## src/rtl/lsu_dmem.sv

```systemverilog
// lsu_dmem: load/store unit bridging the pipeline to a word-wide data memory.
// Define MISALIGN_SPLIT_EN to split lane-crossing accesses into two words; otherwise they are rejected.
`ifndef XLEN
`define XLEN 32
`endif
`ifndef MEM_MODE_B
`define MEM_MODE_B  3'b000
`define MEM_MODE_H  3'b001
`define MEM_MODE_W  3'b010
`define MEM_MODE_BU 3'b100
`define MEM_MODE_HU 3'b101
`endif

module lsu_dmem #(
    parameter logic [`XLEN-1:0] ADDR_OFFSET = 32'h10000
) (
    input  logic             clk,
    input  logic             rst_n,
    input  logic             req_valid,
    input  logic             req_we,
    input  logic [2:0]       req_mode,
    input  logic [`XLEN-1:0] req_addr,
    input  logic [`XLEN-1:0] req_wdata,
    output logic             req_ready,
    output logic             resp_valid,
    output logic [`XLEN-1:0] resp_data,
    output logic             resp_err,
    output logic [`XLEN-1:0] mem_addr,
    output logic [`XLEN-1:0] mem_wdata,
    output logic [3:0]       mem_wstrb,
    output logic             mem_we,
    output logic             mem_re,
    input  logic [`XLEN-1:0] mem_rdata,
    input  logic             mem_ready
);

    // state | meaning
    // IDLE  | waiting for a request, req_ready high
    // ACC0  | first (or only) word access at the base word
    // ACC1  | second word access of a lane-crossing request
    // RESP  | one-cycle response pulse
    typedef enum logic [1:0] {IDLE, ACC0, ACC1, RESP} state_t;

    state_t state, state_nxt;

    logic             we_q;
    logic [2:0]       mode_q;
    logic [`XLEN-1:0] addr_q;
    logic [`XLEN-1:0] wdata_q;
    logic [`XLEN-1:0] rdata0_q;
    logic [`XLEN-1:0] data_q;
    logic             err_q;

    function automatic logic [2:0] mode_size(input logic [2:0] mode);
        case (mode)
            `MEM_MODE_B, `MEM_MODE_BU: mode_size = 3'd1;
            `MEM_MODE_H, `MEM_MODE_HU: mode_size = 3'd2;
            default:                   mode_size = 3'd4;
        endcase
    endfunction

    logic req_mode_ok;
    logic req_misaligned;
    logic req_illegal;

    always_comb begin
        case (req_mode)
            `MEM_MODE_B, `MEM_MODE_H, `MEM_MODE_W: req_mode_ok = 1'b1;
            `MEM_MODE_BU, `MEM_MODE_HU:            req_mode_ok = ~req_we;
            default:                               req_mode_ok = 1'b0;
        endcase
`ifdef MISALIGN_SPLIT_EN
        req_misaligned = 1'b0;
`else
        req_misaligned = ((mode_size(req_mode) == 3'd2) && req_addr[0]) ||
                         ((mode_size(req_mode) == 3'd4) && (req_addr[1:0] != 2'b00));
`endif
        req_illegal = ~req_mode_ok | req_misaligned;
    end

    logic [1:0]       off;
    logic [2:0]       acc_size;
    logic             crossing;
    logic [3:0]       lane_mask;
    logic [7:0]       strb_wide;
    logic [63:0]      wdata_wide;
    logic [63:0]      rdata_wide;
    logic [`XLEN-1:0] base_addr;
    logic [`XLEN-1:0] ld_raw;
    logic [`XLEN-1:0] ld_ext;

    assign off        = addr_q[1:0];
    assign acc_size   = mode_size(mode_q);
    assign crossing   = ({1'b0, off} + acc_size) > 3'd4;
    assign lane_mask  = (acc_size == 3'd1) ? 4'b0001 : (acc_size == 3'd2) ? 4'b0011 : 4'b1111;
    // Lanes and data are positioned across a 64-bit window: low half for ACC0, high half for ACC1.
    assign strb_wide  = {4'b0000, lane_mask} << off;
    assign wdata_wide = {32'b0, wdata_q} << {off, 3'b000};
    assign rdata_wide = (state == ACC1) ? {mem_rdata, rdata0_q} : {32'b0, mem_rdata};
    assign ld_raw     = 32'(rdata_wide >> {off, 3'b000});
    assign base_addr  = (addr_q - ADDR_OFFSET) & 32'hFFFF_FFFC;

    always_comb begin
        case (mode_q)
            `MEM_MODE_B:  ld_ext = {{24{ld_raw[7]}}, ld_raw[7:0]};
            `MEM_MODE_H:  ld_ext = {{16{ld_raw[15]}}, ld_raw[15:0]};
            `MEM_MODE_BU: ld_ext = {24'b0, ld_raw[7:0]};
            `MEM_MODE_HU: ld_ext = {16'b0, ld_raw[15:0]};
            default:      ld_ext = ld_raw;
        endcase
    end

    always_ff @(posedge clk) begin
        if (!rst_n) begin
            state    <= IDLE;
            we_q     <= 1'b0;
            mode_q   <= 3'b000;
            addr_q   <= '0;
            wdata_q  <= '0;
            rdata0_q <= '0;
            data_q   <= '0;
            err_q    <= 1'b0;
        end else begin
            state <= state_nxt;
            case (state)
                IDLE: begin
                    if (req_valid) begin
                        we_q    <= req_we;
                        mode_q  <= req_mode;
                        addr_q  <= req_addr;
                        wdata_q <= req_wdata;
                        err_q   <= req_illegal;
                        data_q  <= '0;
                    end
                end
                ACC0: begin
                    if (mem_ready) begin
                        rdata0_q <= mem_rdata;
                        if (!crossing && !we_q) data_q <= ld_ext;
                    end
                end
                ACC1: begin
                    if (mem_ready && !we_q) data_q <= ld_ext;
                end
                default: ;
            endcase
        end
    end

    always_comb begin
        state_nxt  = state;
        req_ready  = 1'b0;
        resp_valid = 1'b0;
        resp_data  = '0;
        resp_err   = 1'b0;
        mem_addr   = '0;
        mem_wdata  = '0;
        mem_wstrb  = 4'b0000;
        mem_we     = 1'b0;
        mem_re     = 1'b0;
        case (state)
            IDLE: begin
                req_ready = 1'b1;
                if (req_valid) state_nxt = req_illegal ? RESP : ACC0;
            end
            ACC0: begin
                mem_addr  = base_addr;
                mem_wdata = we_q ? wdata_wide[31:0] : '0;
                mem_wstrb = strb_wide[3:0];
                mem_we    = we_q;
                mem_re    = ~we_q;
                if (mem_ready) state_nxt = crossing ? ACC1 : RESP;
            end
            ACC1: begin
                mem_addr  = base_addr + 32'd4;
                mem_wdata = we_q ? wdata_wide[63:32] : '0;
                mem_wstrb = strb_wide[7:4];
                mem_we    = we_q;
                mem_re    = ~we_q;
                if (mem_ready) state_nxt = RESP;
            end
            RESP: begin
                resp_valid = 1'b1;
                resp_data  = data_q;
                resp_err   = err_q;
                state_nxt  = IDLE;
            end
            default: state_nxt = IDLE;
        endcase
    end

endmodule

```

## config.mk

```make
export PLATFORM = sky130hd
export DESIGN_NAME = lsu_dmem
export DESIGN_NICKNAME = d
export VERILOG_FILES = /design/src/rtl/lsu_dmem.sv
export SDC_FILE = /design/constraint.sdc
export NUM_CORES = 1
export LEC_CHECK = 0
export ABC_AREA = 1
export ABC_CLOCK_PERIOD_IN_PS = 5200
export BUFFER_PORTS_ARGS = -buffer_cell sky130_fd_sc_hd__buf_2
export CORE_MARGIN = 2
export CORE_UTILIZATION = 47
export DETAILED_ROUTE_END_ITERATION = 10
export MAX_ROUTING_LAYER = met4
export PLACE_DENSITY_LB_ADDON = 0.1
export SETUP_SLACK_MARGIN = 0.5
export SYNTH_ARGS = -nofsm -noshare
export SYNTH_HDL_FRONTEND = slang
export SYNTH_SLANG_ARGS = --single-unit
```

## constraint.sdc

```tcl
create_clock -name clk -period 5.2 [get_ports clk]
set_input_delay 1.04 -clock clk [delete_from_list [all_inputs] [get_ports clk]]
set_output_delay 1.04 -clock clk [all_outputs]
set_load 0.05 [all_outputs]
```

==> results.py, run 1 <==
metrics = {
    "critical_path": {
        "path_max_fanout": 19,
        "critical_path.max_stage_delay_ns": 0.61,
        "cp-end-kind": "primary output",
        "cp-start-kind": "flip-flop",
        "crit_slowest_cell": "nor2_1",
        "crit_chain": "inv_1 -> ha_1 -> nand2_2 -> nor2_1 -> o21ai_0 -> a31oi_1 -> buf_2",
        "crit_required_ns": 4.16,
        "critPathKind": "reg -> out",
        "cp.arrival_ns": 3.06,
    },
    "logic_synthesis": {
        "syn_area_per_cell_um2": 6.14,
        "yosys-top-cells-area": "dfxtp_1 30%, nand2_1 17%, o21ai_0 9.7%",
        "synthCells": 1464,
        "ys_warn_count": 0,
        "synth.area.mux_share_pct": 0.334,
        "yosysTopAreaCell": "dfxtp_1",
        "synth_xor_xnor_area_share_pct": 0.0975,
        "synthesis.area_um2": 8990,
        "ys_seq_area_share_pct": 30.1,
        "synth-edff-count": 0,
        "yosys.area_share.simple_pct": 31.9,
        "synth_compound_area_share_pct": 24.7,
        "synth.top_cell.area_share_pct": 30.1,
        "yosysMostFrequentCell": "nand2_1",
        "ys.flop_type": "dfxtp_1",
        "synth_fa_ha_area_share_pct": 1.61,
        "synth.distinct_cells": 50,
        "synth_top_family_by_area": "simple AND/OR/NAND/NOR gates",
        "synthArstFlopShare_pct": 0,
        "ys_ff_latch": 135,
        "synthTopCellsByCount": "403 x nand2_1, 175 x o21ai_0, 162 x a21oi_1",
    },
    "place": {
        "dp.final_hpwl_um": 20700,
        "placed_cells": 1822,
        "place_congestion": 0.936,
        "port_buffers": 206,
    },
    "cts": {
        "cts.sinks": 135,
        "clock_path_buffers": 2,
        "numCtsBuffers": 17,
        "hold_buffers": 0,
        "cts_root_buf": "clkbuf_16",
        "cts_resized": 0,
        "path_clk_slew_ns": 0.06,
        "htree_levels": 4,
        "cts_tree": "yes",
        "post_cts_buffers": 0,
        "clk_latency_ns": 0.43,
    },
    "route": {
        "drt-initial-drc-count": 866,
        "vias": 10000,
        "wl_per_cell_um": 15.9,
        "ant_nets": 0,
        "wirelength_um": 29400,
        "drt_drc_violations_left": 0,
        "routed_via_density": 5.40,
        "drt_pass1_iterations": 6,
    },
    "hold_path": {
        "hp-class": "reg -> reg",
    },
    "grt": {
        "antenna_found_initial": 3,
        "first_global_vias": 8978,
        "grt_max_degree": 107,
        "grt_use_total_pct": 29.7,
        "grt_pass1_wl_um": 46500,
        "overflow": 0,
    },
    "finish": {
        "multi_input_area_um2": 5280,
        "fin_util_pct": 56.4,
        "final_nets": 1722,
        "areaGrowthSynthToFinish_pct": 17.4,
        "stdcell_count": 1857,
        "drive_gt1_share_pct": 19.1,
        "filler_cell_count": 1939,
        "seqCellArea_um2": 2700,
    },
    "timing": {
        "hold_violations": 0,
        "slew_viol_final": 0,
        "maxSlewHeadroom_pct": 25.1,
        "clock_skew_ns": 0.0118,
        "rsz0062_at_grt": "no",
        "min_period_ns": 4.10,
        "fin_crit_sh_pct": 78.8,
        "setup_viol": 0,
        "fin_tns_setup_ns": 0,
        "max_freq_mhz": 244,
        "tightest_slew_ns": 1.12,
    },
    "power": {
        "peakVddDrop_uv": 291,
        "power_density_nw_per_um2": 543,
        "p_leak_nw": 5.13,
    },
    "floorplanning": {
        "rows": 50,
        "start_util_pct": 48.0,
        "die_area_um2": 20200,
        "ios": 209,
        "coreArea_um2": 18700,
        "die_w_um": 142,
        "die_h_um": 142,
    },
    "status": {
        "outcome": "complete, no violations",
    },
    "run": {
        "drv_cap": 0,
    },
}
## sequential cells by signal, summed over array words and instances (netlist names)
| name | count |
|---|---|
| err_q | 1 |
| wdata_q | 32 |
| mode_q | 3 |
| we_q | 1 |
| data_q | 32 |
| addr_q | 32 |
| rdata0_q | 32 |
| state | 2 |
## power by group
group	switching (mW)	internal [mW]	leakage, nW	total [mW]
combinational	2.09	0.755	3.71	2.84
sequential	0.235	1.34	1.11	1.58
clock	0.491	0.822	0.310	1.31
## placed cells by master, fill, tap and decap left out, drive strengths merged, types with 9 or more instances in the layout
cell type  count
buf          213
a22oi         14
a21oi        164
ha            10
nand3         59
clkbuf        23
o21ai        190
inv          144
nor2         173
dfxtp        135
a211oi         9
nand2        414
## critical path: cells and delay by family, from the launching register on
kind,cells,cell delay (ns)
AO/OA/AOI/OAI,2,0.39
adder cells (fa/ha/maj),1,0.50
buffers and inverters,2,0.39
flip-flops,1,0.34
AND/OR/NAND/NOR,2,1.01
## worst paths after layout
check | startpoint | end | slack, ns | cells after the start
max reg2reg | addr_q[1] | data_q[3] | 1.74 | 11
min reg2reg | data_q[15] | data_q[15] | 0.47 | 2
max | state[1] | mem_wdata[27] | 1.10 | 7
min | data_q[15] | data_q[15] | 0.47 | 2
## metrics by stage
step	area, um^2	hold WS (ns)	power [mW]	setup WS (ns)
floorplan	8990	0.439	3.76	1.53
global placement	9910	0.454	4.35	1.64
detailed placement	9910	0.456	4.37	1.57
CTS	10500	0.465	5.70	1.10
global route	10600	0.476	6.14	0.950
finish	10600	0.466	5.73	1.10
## layer usage
| layer | wire length [um] | GRT usage [%] |
|---|---|---|
| met2 | 12800 | 44.0 |
| met4 | 544 | 8.32 |
| met3 | 1970 | 4.10 |
| met1 | 14200 | 42.3 |
| met5 | 0 | - |
## area by class of cell
type / count / share of cell area [%]
clock buffers: 23 / 4.72
well taps: 234 / 2.77
flip-flops and latches: 135 / 25.6
diodes: 3 / 0.0711
multi-input cells: 1094 / 50.1
inverters: 146 / 5.19
repair buffers: 213 / 10.3
clock inverters: 9 / 1.30
## cell families (layout without fill, tap and decap cells)
kind of cell | Yosys count | after routing
compound gates | 412 | 412
xor+xnor | 1 | 1
fa+ha+maj | 11 | 11
buf+inv | 236 | 391
flops | 135 | 135
mux | 3 | 3
other cells | 1 | 5
simple gates | 665 | 665
(Power assumes the default switching activity.)
==> run 2: changes to the inputs <==
--- a/config.mk
+++ b/config.mk
@@ -6,7 +6,7 @@
 export NUM_CORES = 1
 export LEC_CHECK = 0
 export ABC_AREA = 1
-export ABC_CLOCK_PERIOD_IN_PS = 5200
+export ABC_CLOCK_PERIOD_IN_PS = 3300
 export BUFFER_PORTS_ARGS = -buffer_cell sky130_fd_sc_hd__buf_2
 export CORE_MARGIN = 2
 export CORE_UTILIZATION = 47
==> constraint.sdc (replaced) <==
create_clock -name clk -period 3.3 [get_ports clk]
set_input_delay 0.66 -clock clk [delete_from_list [all_inputs] [get_ports clk]]
set_output_delay 0.66 -clock clk [all_outputs]
set_load 0.05 [all_outputs]
==> run 2 against run 1 <==
  * Final cell count up 3.0%
  * Clock skew barely moved
  * Sequential share of layout area is 2.4 points lower
==> results.py, run 2 (same netlist as run 1, synthesis figures left out) <==
metrics = {
    "status": {
        "outcome": "complete, no violations",
    },
    "finish": {
        "drive_gt1_share_pct": 28.3,
        "final_common_cell": "nand2_1",
        "fin_util_pct": 63.0,
        "final_cell_mix": "383 x nand2_1, 166 x o21ai_0, 165 x buf_2, 150 x a21oi_1, 135 x nor2_1",
        "areaGrowthSynthToFinish_pct": 31.1,
        "final_nets": 1779,
    },
    "timing": {
        "tightest_slew_ns": 0.787,
        "hold_violations": 0,
        "min_period_ns": 2.89,
        "clock_skew_ns": 0.0117,
        "setup_slack_ns": 0.410,
        "setup_viol": 0,
        "fin_crit_sh_pct": 87.6,
        "fin_tns_setup_ns": 0,
        "rsz0062_at_grt": "yes",
        "max_freq_mhz": 346,
        "maxSlewHeadroom_pct": 47.5,
        "slew_viol_final": 0,
    },
    "critical_path": {
        "cp.arrival_ns": 2.23,
        "critical_path.max_stage_delay_ns": 0.37,
        "r2r-start": "mode_q[1]",
        "critPathKind": "reg -> out",
        "cp-end-kind": "primary output",
        "crit_required_ns": 2.64,
        "cpLargestDelayFamily": "simple AND/OR/NAND/NOR gates",
        "crit_chain": "ha_4 -> nand2_4 -> nor2_4 -> nand2_4 -> nor2_8 -> nand3_4 -> nor2_8 -> nand3_4 -> nor2_4 -> o21ai_2 -> a21oi_2 -> buf_6",
        "startpoint": "addr_q[2]",
        "crit_slowest_cell": "dfxtp_4",
        "cp-start-kind": "flip-flop",
        "path_max_fanout": 5,
        "worst-path-buf-inv": 1,
    },
    "grt": {
        "overflow": 0,
        "grt_max_degree": 86,
        "antenna_found_initial": 3,
        "grt_pass1_wl_um": 46600,
        "grt_use_total_pct": 29.6,
        "first_global_vias": 9107,
    },
    "cts": {
        "hold_buffers": 0,
        "htree_levels": 4,
        "path_clk_slew_ns": 0.06,
        "clk_latency_ns": 0.42,
        "clock_path_buffers": 2,
        "cts_tree": "yes",
        "numCtsBuffers": 17,
        "cts.sinks": 135,
        "cts_root_buf": "clkbuf_16",
    },
    "route": {
        "wirelength_um": 30400,
        "vias": 10300,
        "ant_nets": 0,
        "drt_pass1_iterations": 5,
        "drt_drc_violations_left": 0,
        "drt-initial-drc-count": 878,
        "wl_per_cell_um": 15.9,
        "routed_via_density": 5.41,
    },
    "floorplanning": {
        "rows": 50,
        "die_w_um": 142,
        "ios": 209,
        "die_area_um2": 20200,
        "die_h_um": 142,
        "start_util_pct": 48.0,
        "coreArea_um2": 18700,
    },
    "place": {
        "dp.final_hpwl_um": 21000,
        "pre_cts_ws_ns": 0.413,
        "port_buffers": 206,
        "place_congestion": 0.946,
    },
    "power": {
        "p_seq_share_pct": 25.8,
        "internal_power_mw": 5.06,
        "p_clk_share_pct": 19.9,
        "p_leak_nw": 5.51,
        "peakVddDrop_uv": 454,
        "power_density_nw_per_um2": 838,
        "p_switching_mw": 4.81,
        "p_comb_share_pct": 54.4,
        "power.total_mw": 9.87,
        "p_sw_share_pct": 48.7,
    },
    "hold_path": {
        "hp-class": "reg -> reg",
        "min_from": "data_q[26]",
    },
    "run": {
        "drv_cap": 0,
    },
}
==> run 2: cell count changes in the layout (fill, tap and decap cells not counted), sizes merged <==
cell	previous run	this run
clkinv	7	9
clkbuf	23	25
inv	144	142
clkinvlp	1	4
buf	213	264
==> run 2: cell type report <==
| type | count | area [um^2] |
|---|---|---|
| Clock buffer | 20 | 447 |
| Timing Repair inverter | 1 | 5.00 |
| Fill cell | 1824 | 6920 |
| Sequential cell | 135 | 2740 |
| Timing Repair Buffer | 269 | 1790 |
| Antenna cell | 3 | 7.51 |
| Clock inverter | 11 | 150 |
| Inverter | 146 | 567 |
| Multi-Input combinational cell | 1094 | 5780 |
| Tap cell | 234 | 293 |
==> run 2: power by group through the flow <==
| stage | registers, mW | logic (mW) | clock network, mW |
|---|---|---|---|
| 2_1_floorplan | 2.38 | 3.62 | 0 |
| 3_3_place_gp | 2.50 | 4.56 | 0 |
| 3_5_place_dp | 2.50 | 4.59 | 0 |
| 4_1_cts | 2.51 | 4.98 | 1.99 |
| 5_1_grt | 2.60 | 5.87 | 2.05 |
| 6_report | 2.54 | 5.36 | 1.96 |
==> run 2: timing repair <==
item                                    4_1_cts  5_1_grt
buffers inserted                             19       14
resized for setup                           114       95
endpoints found under the setup margin       67       45
gates cloned                                  0        2
hold endpoints to repair                      0        0
pin swaps                                    23       25
==> run 2: path summary, 6_finish.rpt <==
kind                            cells after the start            to  slack (ns)
worst min register to register                      2    data_q[26]        0.46
worst max register to register                     14    data_q[14]        0.77
worst min-delay path                                2    data_q[26]        0.46
worst max-delay path                               12  mem_addr[26]        0.41
==> run 2: metal layers <==
layer / vias up / GRT usage, % / share of wire, %
met2: 434 / 43.7 / 44
li1: 5184 / - / -
met1: 4673 / 41.4 / 46
met3: 55 / 4.68 / 8.1
met5: - / - / 0
met4: 0 / 9.53 / 2.5
==> run 2: per-stage QoR <==
stage	area (um^2)	hold slack [ns]	cells
finish	11800	0.465	1913
global route	11800	0.481	1913
CTS	11400	0.464	1894
detailed placement	10300	0.455	1844
global placement	10300	0.455	1844
floorplan	9140	0.439	1465
==> run 2: worst min-delay path, delay by kind of cell, from the launching register on <==
family / cells / cell delay [ns]
flops: 1 / 0.31
simple gates: 1 / 0.06
compound gates: 1 / 0.05
